--- src/rtl/router_pkg.sv ---
// ---------------------------------------------------------------------------
// router_pkg
// Shared constants for the 1x3 packet router datapath.
//   DATA_W        byte width of the router data bus
//   ADDR_W        width of the destination address field in the header
//   ADDR_INVALID  address code that does not select any output port
//   HDR_*         bit positions of the header fields {len, addr}
// ---------------------------------------------------------------------------
package router_pkg;

    localparam int DATA_W = 8;
    localparam int ADDR_W = 2;

    localparam logic [ADDR_W-1:0] ADDR_INVALID = 2'b11;

    // Header layout: {len[7:2], addr[1:0]}
    localparam int HDR_LEN_MSB  = 7;
    localparam int HDR_LEN_LSB  = 2;
    localparam int HDR_ADDR_MSB = 1;
    localparam int HDR_ADDR_LSB = 0;

    // True when the header address selects one of the three output ports.
    function automatic logic addr_is_valid(input logic [ADDR_W-1:0] addr);
        return addr != ADDR_INVALID;
    endfunction

endpackage

--- src/rtl/router_reg.sv ---
// ---------------------------------------------------------------------------
// router_reg
// Datapath register block of the 1x3 packet router. Latches the packet
// header, forwards header/payload/parity bytes to the FIFO bus one clock
// after they arrive, holds a byte that arrives while the FIFO is full and
// replays it later, and checks the packet parity byte against a running XOR.
//
// Ports
//   clock             in   single clock, all state updates on posedge
//   resetn            in   synchronous reset, active high (1 = reset)
//   pkt_valid         in   source byte valid, low while parity byte is sent
//   data_in           in   header / payload / parity byte
//   fifo_full         in   selected FIFO is full
//   detect_add        in   FSM: header is on data_in
//   ld_state          in   FSM: loading payload / parity
//   laf_state         in   FSM: load-after-full, replay the held byte
//   full_state        in   FSM: waiting on a full FIFO
//   lfd_state         in   FSM: load first data (header into FIFO)
//   rst_int_reg       in   FSM: clear low_packet_valid
//   err               out  parity mismatch flag
//   parity_done       out  parity byte has been captured
//   low_packet_valid  out  pkt_valid fell while loading
//   dout              out  byte to the FIFOs
//
// Configuration
//   ROUTER_REG_PARITY_CHECK_EN  when defined, the running parity, the
//   captured packet parity and the err flag are built; otherwise those
//   registers are left out and err is tied low.
// ---------------------------------------------------------------------------
module router_reg
    import router_pkg::*;
#(
    parameter int DATA_W = router_pkg::DATA_W
) (
    input  logic              clock,
    input  logic              resetn,
    input  logic              pkt_valid,
    input  logic [DATA_W-1:0] data_in,
    input  logic              fifo_full,
    input  logic              detect_add,
    input  logic              ld_state,
    input  logic              laf_state,
    input  logic              full_state,
    input  logic              lfd_state,
    input  logic              rst_int_reg,
    output logic              err,
    output logic              parity_done,
    output logic              low_packet_valid,
    output logic [DATA_W-1:0] dout
);

    logic [DATA_W-1:0] header_byte_q,     header_byte_d;
    logic [DATA_W-1:0] full_state_byte_q, full_state_byte_d;
    logic [DATA_W-1:0] dout_q,            dout_d;
    logic              parity_done_q,     parity_done_d;
    logic              low_pkt_valid_q,   low_pkt_valid_d;

    // Next-state logic for the header/data path and the FSM status flags.
    // Each register holds unless one of its conditions fires.
    always_comb begin
        header_byte_d     = header_byte_q;
        full_state_byte_d = full_state_byte_q;
        dout_d            = dout_q;
        parity_done_d     = parity_done_q;
        low_pkt_valid_d   = low_pkt_valid_q;

        // A header with the invalid address is dropped, so lfd_state later
        // re-sends whichever valid header was latched before it.
        if (detect_add && pkt_valid &&
            addr_is_valid(data_in[HDR_ADDR_MSB:HDR_ADDR_LSB])) begin
            header_byte_d = data_in;
        end

        if (lfd_state) begin
            dout_d = header_byte_q;
        end else if (ld_state && !fifo_full) begin
            dout_d = data_in;
        end else if (laf_state) begin
            dout_d = full_state_byte_q;
        end

        // Byte that could not be written because the FIFO was full.
        if (ld_state && fifo_full) begin
            full_state_byte_d = data_in;
        end

        if (rst_int_reg) begin
            low_pkt_valid_d = 1'b0;
        end else if (ld_state && !pkt_valid) begin
            low_pkt_valid_d = 1'b1;
        end

        // The second set term covers a parity byte that arrived while the
        // FIFO was full and is only written during the replay.
        if (detect_add) begin
            parity_done_d = 1'b0;
        end else if ((ld_state && !fifo_full && !pkt_valid) ||
                     (laf_state && low_pkt_valid_q && !parity_done_q)) begin
            parity_done_d = 1'b1;
        end
    end

    always_ff @(posedge clock) begin
        if (resetn) begin
            header_byte_q     <= '0;
            full_state_byte_q <= '0;
            dout_q            <= '0;
            parity_done_q     <= 1'b0;
            low_pkt_valid_q   <= 1'b0;
        end else begin
            header_byte_q     <= header_byte_d;
            full_state_byte_q <= full_state_byte_d;
            dout_q            <= dout_d;
            parity_done_q     <= parity_done_d;
            low_pkt_valid_q   <= low_pkt_valid_d;
        end
    end

`ifdef ROUTER_REG_PARITY_CHECK_EN
    logic [DATA_W-1:0] internal_parity,    internal_parity_d;
    logic [DATA_W-1:0] packet_parity_byte, packet_parity_byte_d;
    logic              err_q,              err_d;

    // Running XOR over header and payload, the received parity byte, and
    // the comparison result. err is re-evaluated every cycle parity_done is
    // high, so it settles one clock after parity_done rises.
    always_comb begin
        internal_parity_d    = internal_parity;
        packet_parity_byte_d = packet_parity_byte;
        err_d                = err_q;

        if (detect_add) begin
            internal_parity_d = '0;
        end else if (lfd_state) begin
            internal_parity_d = internal_parity ^ header_byte_q;
        end else if (ld_state && pkt_valid && !full_state) begin
            internal_parity_d = internal_parity ^ data_in;
        end

        if (detect_add) begin
            packet_parity_byte_d = '0;
        end else if (ld_state && !pkt_valid) begin
            packet_parity_byte_d = data_in;
        end

        if (parity_done_q) begin
            err_d = (internal_parity != packet_parity_byte);
        end
    end

    always_ff @(posedge clock) begin
        if (resetn) begin
            internal_parity    <= '0;
            packet_parity_byte <= '0;
            err_q              <= 1'b0;
        end else begin
            internal_parity    <= internal_parity_d;
            packet_parity_byte <= packet_parity_byte_d;
            err_q              <= err_d;
        end
    end

    assign err = err_q;
`else
    // Without the parity checker full_state has no consumer.
    logic unused_full_state;
    assign unused_full_state = full_state;

    assign err = 1'b0;
`endif

    assign dout             = dout_q;
    assign parity_done      = parity_done_q;
    assign low_packet_valid = low_pkt_valid_q;

endmodule

--- config.mk ---
export PLATFORM = sky130hd
export DESIGN_NAME = router_reg
export DESIGN_NICKNAME = d
export VERILOG_FILES = /design/src/rtl/router_pkg.sv /design/src/rtl/router_reg.sv
export SDC_FILE = /design/constraint.sdc
export NUM_CORES = 1
export LEC_CHECK = 0
export ABC_CLOCK_PERIOD_IN_PS = 1200
export CORE_UTILIZATION = 30
export CTS_CLUSTER_DIAMETER = 40
export DETAILED_ROUTE_END_ITERATION = 16
export PLACE_DENSITY = 0.67
export SYNTH_ARGS = -nofsm -noshare
export SYNTH_HDL_FRONTEND = slang
export SYNTH_SLANG_ARGS = --single-unit
export TNS_END_PERCENT = 1
--- constraint.sdc ---
create_clock -name clock -period 1.2 [get_ports clock]
set_input_delay 0.24 -clock clock [delete_from_list [all_inputs] [get_ports clock]]
set_output_delay 0.24 -clock clock [all_outputs]
set_load 0.02 [all_outputs]
==> flow_summary.ini <==
[status]
status = finished, final reports clean

[synth]
ys_ff_latch = 26
avgSynthCellArea_um2 = 8.79
synthTopCellsByArea = dfxtp_1 (43%), a21oi_1 (7.1%), a32o_1 (6.6%), mux2i_1 (6.6%), nor2_1 (5.0%)
synth_top_area_share = 0.432
synth_top_area_cell = dfxtp_1
synth_cells = 137
yosysSeqAreaShare = 0.432
ys_types = 25
syn_area_um2 = 1200
postSynthNetCount = 155
yosysWarningCount = 0

[route]
vias = 1095
drtIter0Drc = 39
vias_per_cell = 4.93
post_drt_wl_per_cell_um = 12.8
drc = 0
ant_nets = 0
drt_first_pass_iters = 4
drt-total-wl_um = 2840

[die]
die-width_um = 65.4
fp-row-count = 22
die-area_um2 = 4270
start_util = 0.322
fp.dieH_um = 65.4
boundaryPins = 29
coreArea_um2 = 3740

[setup_path]
cp.arrival_ns = 0.92
slowest_delay_ns = 0.33
cp_slowest_cell = dfxtp_1
start_kind = flip-flop
critPathMaxFanout = 2
crit_path_cell_trace = dlygate4sd2_1
critPathRequiredTime_ns = 0.96
cp_top_family = flip-flops
path_buf_inv = 1
path_class = reg -> out
cp-end-kind = output port

[power_and_ir_drop]
p_total_mw = 1.77
p_leak_nw = 0.691
power_density_nw_per_um2 = 1050
ir_worst_vdd_mv = 0.354

[clock_network]
clock-sinks = 26
cts_setup_buffers = 0
clk_pin_slew_ns = 0.08
cts_buffers = 3
htreeDepth = 1
cts_hold_buf = 0
clockBufferDepth = 2
cts-root-buf = clkbuf_8
clock_latency_ns = 0.26
cts_tree = done

[place]
portBuffers = 26
gp_congestion = 0.785
hpwlAfterDp_um = 2170
placed_cell_area_um2 = 1610

[final_layout]
drive_gt1_frac = 0.195
insertedDiodeCount = 0
final_cell_mix = dfxtp_1 (26), nor2_1 (16), buf_4 (15)
syn_to_final_growth_pct = 40.1
num-nets-final = 194
fin_area_um2 = 1690
mostFrequentLayoutCell = dfxtp_1

[hold_path]
min_path_type = in -> reg

[timing]
setup_viol = 0
hold_viol = 0
layout_min_cycle_time_ns = 1.16
skew_ns = 0.00193
timing.final.crit_share = 0.968
final_max_slew_viol_count = 0
fmax_mhz = 861
rsz0062_at_grt = false

[grt]
grt_use_total = 0.139
grt_pass1_wl_um = 4580
antenna_found_initial = 0
grt_max_degree = 19
grt_pass1_vias = 1088
grt_overflow = 0

[run]
maxCapViolations = 0
-- state kept, by name (all words and copies together), names as in the netlist --
name / cells
dout: 8
full_state_byte_q: 8
header_byte_q: 8
low_packet_valid: 1
parity_done: 1
-- worst paths after layout --
kind | from | endpoint | slack, ns | cells after the start
max | dout[1] | dout[1] | 0.04 | 1
max reg2reg | full_state_byte_q[6] | dout[6] | 0.32 | 3
min | detect_add | parity_done | 0.42 | 2
min reg2reg | full_state_byte_q[3] | full_state_byte_q[3] | 0.46 | 2
-- logic make-up after synthesis --
kind of cell           Yosys count  synth area share
other                            1           0.00311
AND/OR/NAND/NOR                 55             0.251
flip-flops                      26             0.432
buffers and inverters           12            0.0550
AO/OA/AOI/OAI                   35             0.192
multiplexers                     8            0.0665
-- worst register-to-register path, cell delays in order (launching register included) --
cell and delay [ns]:
dfxtp_1 0.32, nor2_1 0.11, mux2i_1 0.09, a32o_1 0.26
-- cell usage after synthesis --
master and number:
a21oi_1 17, a221oi_1 1, a32o_1 8, and2_4 1, buf_1 1, buf_2 2
buf_4 1, buf_6 2, clkbuf_1 4, conb_1 1, dfxtp_1 26, inv_1 2
mux2i_1 8, nand2_1 10, nand2b_1 8, nand3_1 8, nand4b_1 2, nor2_1 16
nor2b_4 1, nor3_1 2, nor4_2 1, o21ai_0 8, o31a_4 1, or3b_1 2
or3b_2 4
-- per-stage QoR --
stage	cells	TNS [ns]	utilization	setup slack [ns]	hold slack [ns]
floorplan	137	-0.00131	-	-0.00131	0.317
global route	222	0	0.451	0.000448	0.444
CTS	221	-0.114	0.442	-0.0326	0.411
detailed placement	218	-9.55	0.429	-0.527	0.448
finish	222	0	0.451	0.0379	0.417
global placement	218	-8.38	0.429	-0.461	0.445
-- area by class of cell --
type / instances / area (µm²)
clock buffer: 3 / 41.3
fill: 380 / 2060
inverter: 2 / 7.51
multi-input combinational: 100 / 657
sequential: 26 / 520
tap: 48 / 60.1
timing repair buffer: 43 / 402
-- routing by layer --
| metal | global-route usage | up-vias | part of all wire |
|---|---|---|---|
| met2 | 0.269 | 35 | 0.53 |
| li1 | - | 559 | - |
| met4 | 0.0543 | 0 | 0.0088 |
| met5 | 0 | - | 0 |
| met1 | 0.142 | 499 | 0.41 |
| met3 | 0.0313 | 2 | 0.052 |
-- what timing repair did --
| action | 4_1_cts | 5_1_grt |
|---|---|---|
| endpoints found under the hold margin | 0 | 0 |
| pin swaps | 2 | 2 |
| resized for setup | 20 | 13 |
| setup endpoints to repair | 26 | 20 |
| cloned | 0 | 1 |
-- where the power goes --
group          internal, mW  leakage, nW  switching [mW]  total [mW]
sequential            0.906        0.213          0.0198       0.925
combinational         0.182        0.457           0.184       0.366
clock                 0.224       0.0216           0.253       0.477
Power figures use the tool's default switching activity.
